--- config.mk ---
export PLATFORM = sky130hd
export DESIGN_NAME = shreg_seq_flat
export DESIGN_NICKNAME = d
export VERILOG_FILES = /design/src/rtl/shreg_seq_if.sv /design/src/rtl/shreg_seq.sv /design/src/flat_wrapper.sv
export SDC_FILE = /design/constraint.sdc
export NUM_CORES = 1
export LEC_CHECK = 0
export BUFFER_PORTS_ARGS = -buffer_cell sky130_fd_sc_hd__buf_2
export CAP_MARGIN = 5
export CORE_MARGIN = 8
export CORE_UTILIZATION = 47
export CTS_CLUSTER_SIZE = 20
export DETAILED_ROUTE_END_ITERATION = 16
export PLACE_DENSITY = 0.74
export RECOVER_POWER = 50
export REMOVE_ABC_BUFFERS = 1
export SYNTH_ARGS = -nofsm -noshare
export SYNTH_HDL_FRONTEND = slang
export SYNTH_SLANG_ARGS = --single-unit
--- constraint.sdc ---
create_clock -name clk -period 2.17 [get_ports clk]
set_clock_uncertainty 0.2 [all_clocks]
set_input_delay 0.217 -clock clk [delete_from_list [all_inputs] [get_ports clk]]
set_output_delay 0.217 -clock clk [all_outputs]
set_load 0.005 [all_outputs]
--- src/rtl/shreg_seq_if.sv ---
// shreg_seq_if: command/status bundle between a requester and shreg_seq.
//   start     - command request (honoured only while the sequencer is idle)
//   dir       - 0 shift right, 1 shift left
//   mode      - fill mode: 00 zero, 01 one, 10 rotate, 11 arithmetic
//   amount    - number of shift cycles (0 = load only)
//   load_val  - value parallel-loaded before shifting
//   busy      - sequencer is in LOAD or SHIFT
//   done      - one-cycle completion pulse
//   remaining - shifts still to issue (0 outside SHIFT)
interface shreg_seq_if #(
    parameter int CNT_W = 3
);
    logic             start;
    logic             dir;
    logic [1:0]       mode;
    logic [CNT_W-1:0] amount;
    logic [3:0]       load_val;
    logic             busy;
    logic             done;
    logic [CNT_W-1:0] remaining;

    modport master (
        output start, dir, mode, amount, load_val,
        input  busy, done, remaining
    );

    modport slave (
        input  start, dir, mode, amount, load_val,
        output busy, done, remaining
    );
endinterface

--- src/rtl/shreg_seq.sv ---
// shreg_seq: sequencing controller for a 4-bit universal shift register.
// Accepts one command (value, direction, fill mode, count), then drives the
// register through one parallel load, N shifts and a one-cycle done pulse.
// Ports:
//   clk, clr   - clock and synchronous active-high reset (shared with register)
//   bus        - command/status interface (slave side)
//   q          - register data_out, used for rotate and sign-fill feedback
//   c          - register control: 00 hold, 01 right, 10 left, 11 load
//   data_in    - register parallel input
//   carry_msb  - serial input entering bit 3 on right shifts
//   carry_lsb  - serial input entering bit 0 on left shifts
module shreg_seq #(
    parameter int CNT_W = 3
) (
    input  logic        clk,
    input  logic        clr,
    shreg_seq_if.slave  bus,
    input  logic [3:0]  q,
    output logic [1:0]  c,
    output logic [3:0]  data_in,
    output logic        carry_msb,
    output logic        carry_lsb
);
    typedef enum logic [1:0] {
        IDLE  = 2'd0,
        LOAD  = 2'd1,
        SHIFT = 2'd2,
        DONE  = 2'd3
    } state_t;

    state_t           state, state_nxt;
    logic             dir_r;
    logic [1:0]       mode_r;
    logic [CNT_W-1:0] amt_r;
    logic [3:0]       val_r;
    logic [CNT_W-1:0] rem_r;

    // State register plus latched command fields.
    always_ff @(posedge clk) begin
        if (clr) begin
            state  <= IDLE;
            dir_r  <= 1'b0;
            mode_r <= 2'b00;
            amt_r  <= '0;
            val_r  <= 4'b0000;
            rem_r  <= '0;
        end else begin
            state <= state_nxt;
            if (state == IDLE && bus.start) begin
                dir_r  <= bus.dir;
                mode_r <= bus.mode;
                amt_r  <= bus.amount;
                val_r  <= bus.load_val;
            end
            // Counter is armed in LOAD so it reads amount on the first SHIFT
            // cycle; it returns to 0 as SHIFT exits on the count of 1.
            unique case (state)
                LOAD:    rem_r <= amt_r;
                SHIFT:   rem_r <= rem_r - 1'b1;
                default: rem_r <= '0;
            endcase
        end
    end

    always_comb begin
        state_nxt = state;
        unique case (state)
            IDLE:  if (bus.start) state_nxt = LOAD;
            LOAD:  state_nxt = (amt_r != '0) ? SHIFT : DONE;
            SHIFT: if (rem_r == CNT_W'(1)) state_nxt = DONE;
            DONE:  state_nxt = IDLE;
            default: state_nxt = IDLE;
        endcase
    end

    // Moore outputs; carries additionally look at live q during SHIFT.
    always_comb begin
        c             = 2'b00;
        data_in       = 4'b0000;
        carry_msb     = 1'b0;
        carry_lsb     = 1'b0;
        bus.busy      = 1'b0;
        bus.done      = 1'b0;
        bus.remaining = '0;
        unique case (state)
            LOAD: begin
                c        = 2'b11;
                data_in  = val_r;
                bus.busy = 1'b1;
            end
            SHIFT: begin
                c             = dir_r ? 2'b10 : 2'b01;
                bus.busy      = 1'b1;
                bus.remaining = rem_r;
                if (!dir_r) begin
                    unique case (mode_r)
                        2'b00: carry_msb = 1'b0;
                        2'b01: carry_msb = 1'b1;
                        2'b10: carry_msb = q[0];
                        2'b11: carry_msb = q[3];
                        default: carry_msb = 1'b0;
                    endcase
                end else begin
                    // Arithmetic left is plain zero fill.
                    unique case (mode_r)
                        2'b00: carry_lsb = 1'b0;
                        2'b01: carry_lsb = 1'b1;
                        2'b10: carry_lsb = q[3];
                        2'b11: carry_lsb = 1'b0;
                        default: carry_lsb = 1'b0;
                    endcase
                end
            end
            DONE: bus.done = 1'b1;
            default: ;
        endcase
    end
endmodule
--- src/flat_wrapper.sv ---
// flat-port wrapper written by rule: the top's interface ports become plain ports
module shreg_seq_flat 
#(
    parameter int CNT_W = 3
)
  (clk, clr, q, c, data_in, carry_msb, carry_lsb, bus_start, bus_dir, bus_mode, bus_amount, bus_load_val, bus_busy, bus_done, bus_remaining);
  shreg_seq_if #(.CNT_W(CNT_W)) bus_i ();
  input  logic clk;
  input  logic clr;
  input  logic [3:0] q;
  output logic [1:0] c;
  output logic [3:0] data_in;
  output logic carry_msb;
  output logic carry_lsb;
  input wire logic [$bits(bus_i.start)-1:0] bus_start;
  input wire logic [$bits(bus_i.dir)-1:0] bus_dir;
  input wire logic [$bits(bus_i.mode)-1:0] bus_mode;
  input wire logic [$bits(bus_i.amount)-1:0] bus_amount;
  input wire logic [$bits(bus_i.load_val)-1:0] bus_load_val;
  output wire logic [$bits(bus_i.busy)-1:0] bus_busy;
  output wire logic [$bits(bus_i.done)-1:0] bus_done;
  output wire logic [$bits(bus_i.remaining)-1:0] bus_remaining;
  assign bus_i.start = bus_start;
  assign bus_i.dir = bus_dir;
  assign bus_i.mode = bus_mode;
  assign bus_i.amount = bus_amount;
  assign bus_i.load_val = bus_load_val;
  assign bus_busy = bus_i.busy;
  assign bus_done = bus_i.done;
  assign bus_remaining = bus_i.remaining;
  shreg_seq #(.CNT_W(CNT_W)) u_core (.clk(clk), .clr(clr), .bus(bus_i), .q(q), .c(c), .data_in(data_in), .carry_msb(carry_msb), .carry_lsb(carry_lsb));
endmodule
* Yosys cells after proc, flatten, opt, wreduce, memory -nomap -nowiden *
Index checks and enable logic that the tools add are counted.
W data, S select, Z words.

cells by class
  add/subtract/negate cells = 1
  equality and inequality tests = 9
  muxes and demuxes = 17
  reductions and logical operators = 7

operators with widths
  kind                   number
  $eq A2 B2 Y1 const B   4
  $pmux W2 S4            1
  $mux W1                7
  $mux W2                3
  $pmux W3 S2            1
  $eq A2 B1 Y1 const B   2
  $logic_not A2 Y1       2
  $mux W4                1
  $pmux W1 S4            1
  $pmux W2 S2            1
  $reduce_or A2 Y1       2
  $eq A3 B1 Y1 const B   1
  $mux W3                1
  $pmux W1 S3            1
  $reduce_bool A3 Y1     1
  $sub A3 B1 Y3 const B  1
  $ne A2 B1 Y1 const B   1
  $ne A2 B2 Y1 const B   1
  $reduce_and A2 Y1      1
  $logic_and A1 B1 Y1    1

word-level totals
  flip-flop bits (word level) = 15
  input port bits = 17
  output and inout port bits = 13
  word-level logic and storage cells = 40

* Longest topological paths before layout *
  depth in word-level cells = 5
  gate-level depth with buffers = 6
  gate-level depth less buffers = 6

* Worst setup path after synthesis *
OpenSTA, ideal clock, no wires.

  path kind = register -> register
  start point = register u_core.state[1]
  end point = register u_core.state[0]
  setup time = 0.086 ns
  arrival time = 1.266 ns
  required time = 1.884 ns
  slack = 0.617 ns
  stages on the path, launching flop included = 7
  path buffers = 0
  clock period less this slack = 1.553 ns
  cell sequence = dfxtp_1 -> inv_1 -> ha_1 -> nor2b_1 -> a21oi_4 -> o21ai_2 -> a221oi_2

between the ends
  cells in the longest elaborated chain, start to end = 3
  elaborated cells between the ends (all ways) = 8
  those cells by class = eq/ne (5); mux (1); reduce/logical (2)

ends and longest elaborated chain
  what                                                                  RTL line         text
  from (decl)                                                           shreg_seq.sv:31  state_t state, state_nxt;
  from (signal assigned)                                                shreg_seq.sv:48  state <= state_nxt;
  $eq A2 B2 Y1 / $logic_not A2 Y1 (equally long branches)               shreg_seq.sv:67  unique case (state)
  $ne A2 B1 Y1 (no source line) / $ne A2 B2 Y1 (equally long branches)  --
  $reduce_and A2 Y1 (no source line)                                    --

Parallel ways exist; a longest one is shown, timed or not.
A chain may end at the register's enable or synchronous reset.

* Worst setup path in the final report *
  start point = register u_core.state[0]
  end point = output port carry_msb

between the ends
  cells in the longest elaborated chain, start to end = 2

ends and longest elaborated chain
  what          RTL line            text
  $eq A2 B2 Y1  shreg_seq.sv:85     unique case (state)
  $mux W1       shreg_seq.sv:85
  to (decl)     flat_wrapper.sv:13  output logic carry_msb;

No other way between the ends.

==> results.py <==
metrics = {
    "worst_setup_path": {
        "crit_slowest_cell": "dfxtp_1",
        "required_ns": 1.75,
        "criticalPathCategory": "reg2out",
        "critPathBufInv": 2,
        "cp.arrival_ns": 1.60,
        "max_stage_delay_ns": 0.35,
        "crit_chain": "inv_1 > ha_2 > nor2b_1 > o211a_1 > buf_2",
        "critPathLaunchType": "register",
        "cp_max_fo": 10,
        "path_delay_family": "flip-flops",
        "worstSetupEndpointType": "output pin",
    },
    "drt": {
        "wire_per_inst_um": 12.4,
        "drt_first_pass_iters": 4,
        "ant_nets": 0,
        "drc_errors": 0,
        "drt_iter0_drc": 13,
        "vias": 785,
        "viasPerCell": 4.85,
        "routed_wl_um": 2010,
    },
    "global_routing": {
        "grt_max_degree": 14,
        "grt_pass1_vias": 815,
        "gr-usage-all-layers": 0.133,
        "busiest_layer": "met2",
        "overflow": 0,
        "gr-usage-met2": 0.218,
        "grt.met1_usage": 0.145,
        "grt_antenna_before_repair": 0,
        "met3_usage": 0.0596,
        "grt_pass1_wl_um": 3530,
    },
    "flow_run": {
        "cap_violations": 0,
    },
    "cts": {
        "worstSkewPairLatency_ns": 0.28,
        "cts_made_buffers": 3,
        "cts_setup_buffers": 0,
        "cts.clk_slew.worst_paths_ns": 0.09,
        "cts_root_buffer": "clkbuf_4",
        "ctsLongestPathBuffers": 2,
        "clkSinkCount": 15,
        "cts_max_level": 1,
        "cts_tree": "done",
    },
    "synth": {
        "ys_types": 26,
        "syn_area_per_cell_sq_um": 8.35,
        "synth_area_leader_cell": "dfxtp_1",
        "yosys_warnings": 0,
        "synth_top_area_share": 0.360,
        "ys_ff_latch": 15,
        "synth.area.top_cells": "dfxtp_1, ha_1, nand2_1",
        "synthCells": 100,
        "ys_seq_area_frac": 0.360,
        "syn-cell-area_sq_um": 835,
    },
    "timing": {
        "maxSlewViolCount": 0,
        "setup_viol": 0,
        "fin_ws_ns": 0.151,
        "min_period_ns": 2.02,
        "final.hold.worst_slack_ns": 0.0606,
        "tightest_slew_ns": 0.511,
        "max_freq_ghz": 0.495,
        "rsz0062_at_grt": "false",
        "relSlewSlack": 0.659,
        "final_hold_viol_count": 0,
        "period_share": 0.930,
        "fin_tns_setup_ns": 0,
    },
    "final_layout": {
        "final_cell_mix": "buf_2, nand2_1, dfxtp_1, a21oi_1, dlygate4sd3_1",
        "final_cells": 162,
        "diodes": 0,
        "area_delta_synth_final_pct": 32.8,
        "nets": 164,
        "mostFrequentLayoutCell": "buf_2",
        "drive_gt1_frac": 0.263,
    },
    "pwr": {
        "clkPwrFrac": 0.149,
        "seqPwrFrac": 0.356,
        "p_int_uw": 644,
        "p_leak_uw": 0.000508,
        "p_switching_uw": 453,
        "powerDensity_nw_per_um2": 989,
        "p_comb_frac": 0.496,
        "p_sw_frac": 0.413,
        "ir_drop_uv": 725,
        "p_total_uw": 1100,
    },
    "die": {
        "rows": 15,
        "initial_core_util": 0.489,
        "die-area_sq_um": 3380,
        "ios": 30,
        "die_y_um": 58.1,
        "die_w_um": 58.1,
        "core_region_area_sq_um": 1710,
    },
    "placed_design": {
        "gp_congestion": 0.780,
        "dp_hpwl_um": 1370,
        "pre_cts_slack_ns": 0.371,
        "portBuffers": 27,
        "placedCellCount": 148,
    },
    "worst_hold_path": {
        "hold_class": "in2reg",
    },
    "status": {
        "status": "finished, final reports clean",
    },
}
[Yosys cell counts, drive strengths merged]
library cell and instances:
nand2 24, dfxtp 15, a21oi 13, ha 9, and2 8, inv 5, a22oi 3, buf 3
nand2b 3, nor2 3, nor2b 3, o21ai 2, a221oi 1, and3 1, clkbuf 1, mux2i 1
nor3 1, nor4b 1, o211a 1, o21a 1, xor2 1
[per-layer routing]
metal / up-vias / wire length [um]
li1: 401 / -
met1: 355 / 896
met2: 27 / 929
met3: 2 / 174
met4: 0 / 9
met5: - / 0
[sequential cells by signal (all words and copies together) (netlist names)]
name,flops
u_core.mode_r,2
u_core.state,2
u_core.amt_r,3
u_core.rem_r,3
u_core.val_r,4
u_core.dir_r,1
[power by group through the flow]
stage | combinational, uW | clock (uW) | sequential [uW]
after floorplan | 386 | 0 | 381
after global placement | 511 | 0 | 390
after detailed placement | 522 | 0 | 395
after CTS | 541 | 170 | 388
after global routing | 618 | 178 | 400
final | 544 | 163 | 390
[metrics by stage]
stage	cell area [sq um]	util
5_1_grt	1110	0.649
3_3_place_gp	980	0.574
6_report	1110	0.649
2_1_floorplan	813	-
4_1_cts	1110	0.648
3_5_place_dp	980	0.574
[worst reg2reg max path, stage by stage (launching register included)]
cell and delay, ns:
dfxtp_1 0.38, inv_1 0.11, ha_1 0.36, nor4b_1 0.33, nor3_1 0.10, a221oi_2 0.21
[cell families (layout without fill, tap and decap cells)]
group / count (synthesis) / count (layout) / synth area share
AO/OA/AOI/OAI: 21 / 21 / 0.174
XOR/XNOR: 1 / 1 / 0.0105
adder cells (fa/ha/maj): 9 / 9 / 0.135
buffers and inverters: 9 / 46 / 0.0480
flip-flops: 15 / 15 / 0.360
multiplexers: 1 / 1 / 0.0120
AND/OR/NAND/NOR: 44 / 44 / 0.261
[worst paths after layout]
| check | start | endpoint | slack (ns) | cells after the start |
|---|---|---|---|---|
| max | u_core.state[0] | carry_msb | 0.15 | 5 |
| min | clr | u_core.state[1] | 0.06 | 2 |
| max reg2reg | u_core.state[1] | u_core.state[0] | 0.40 | 5 |
| min reg2reg | u_core.val_r[1] | u_core.val_r[1] | 0.26 | 2 |
[area by class of cell]
type | instances | area [sq um]
Clock buffer | 3 | 22.5
Clock inverter | 1 | 5.00
Fill cell | 152 | 599
Inverter | 5 | 18.8
Multi-Input combinational cell | 76 | 497
Sequential cell | 15 | 300
Tap cell | 25 | 31.3
Timing Repair Buffer | 37 | 234
[repair_timing]
| item | CTS | global route |
|---|---|---|
| endpoints found under the setup margin | 0 | 2 |
| resized for setup | 0 | 1 |
| endpoints found under the hold margin | 10 | 0 |
| hold buffers | 10 | 0 |
Note: power is estimated with default switching activity, not from simulation.
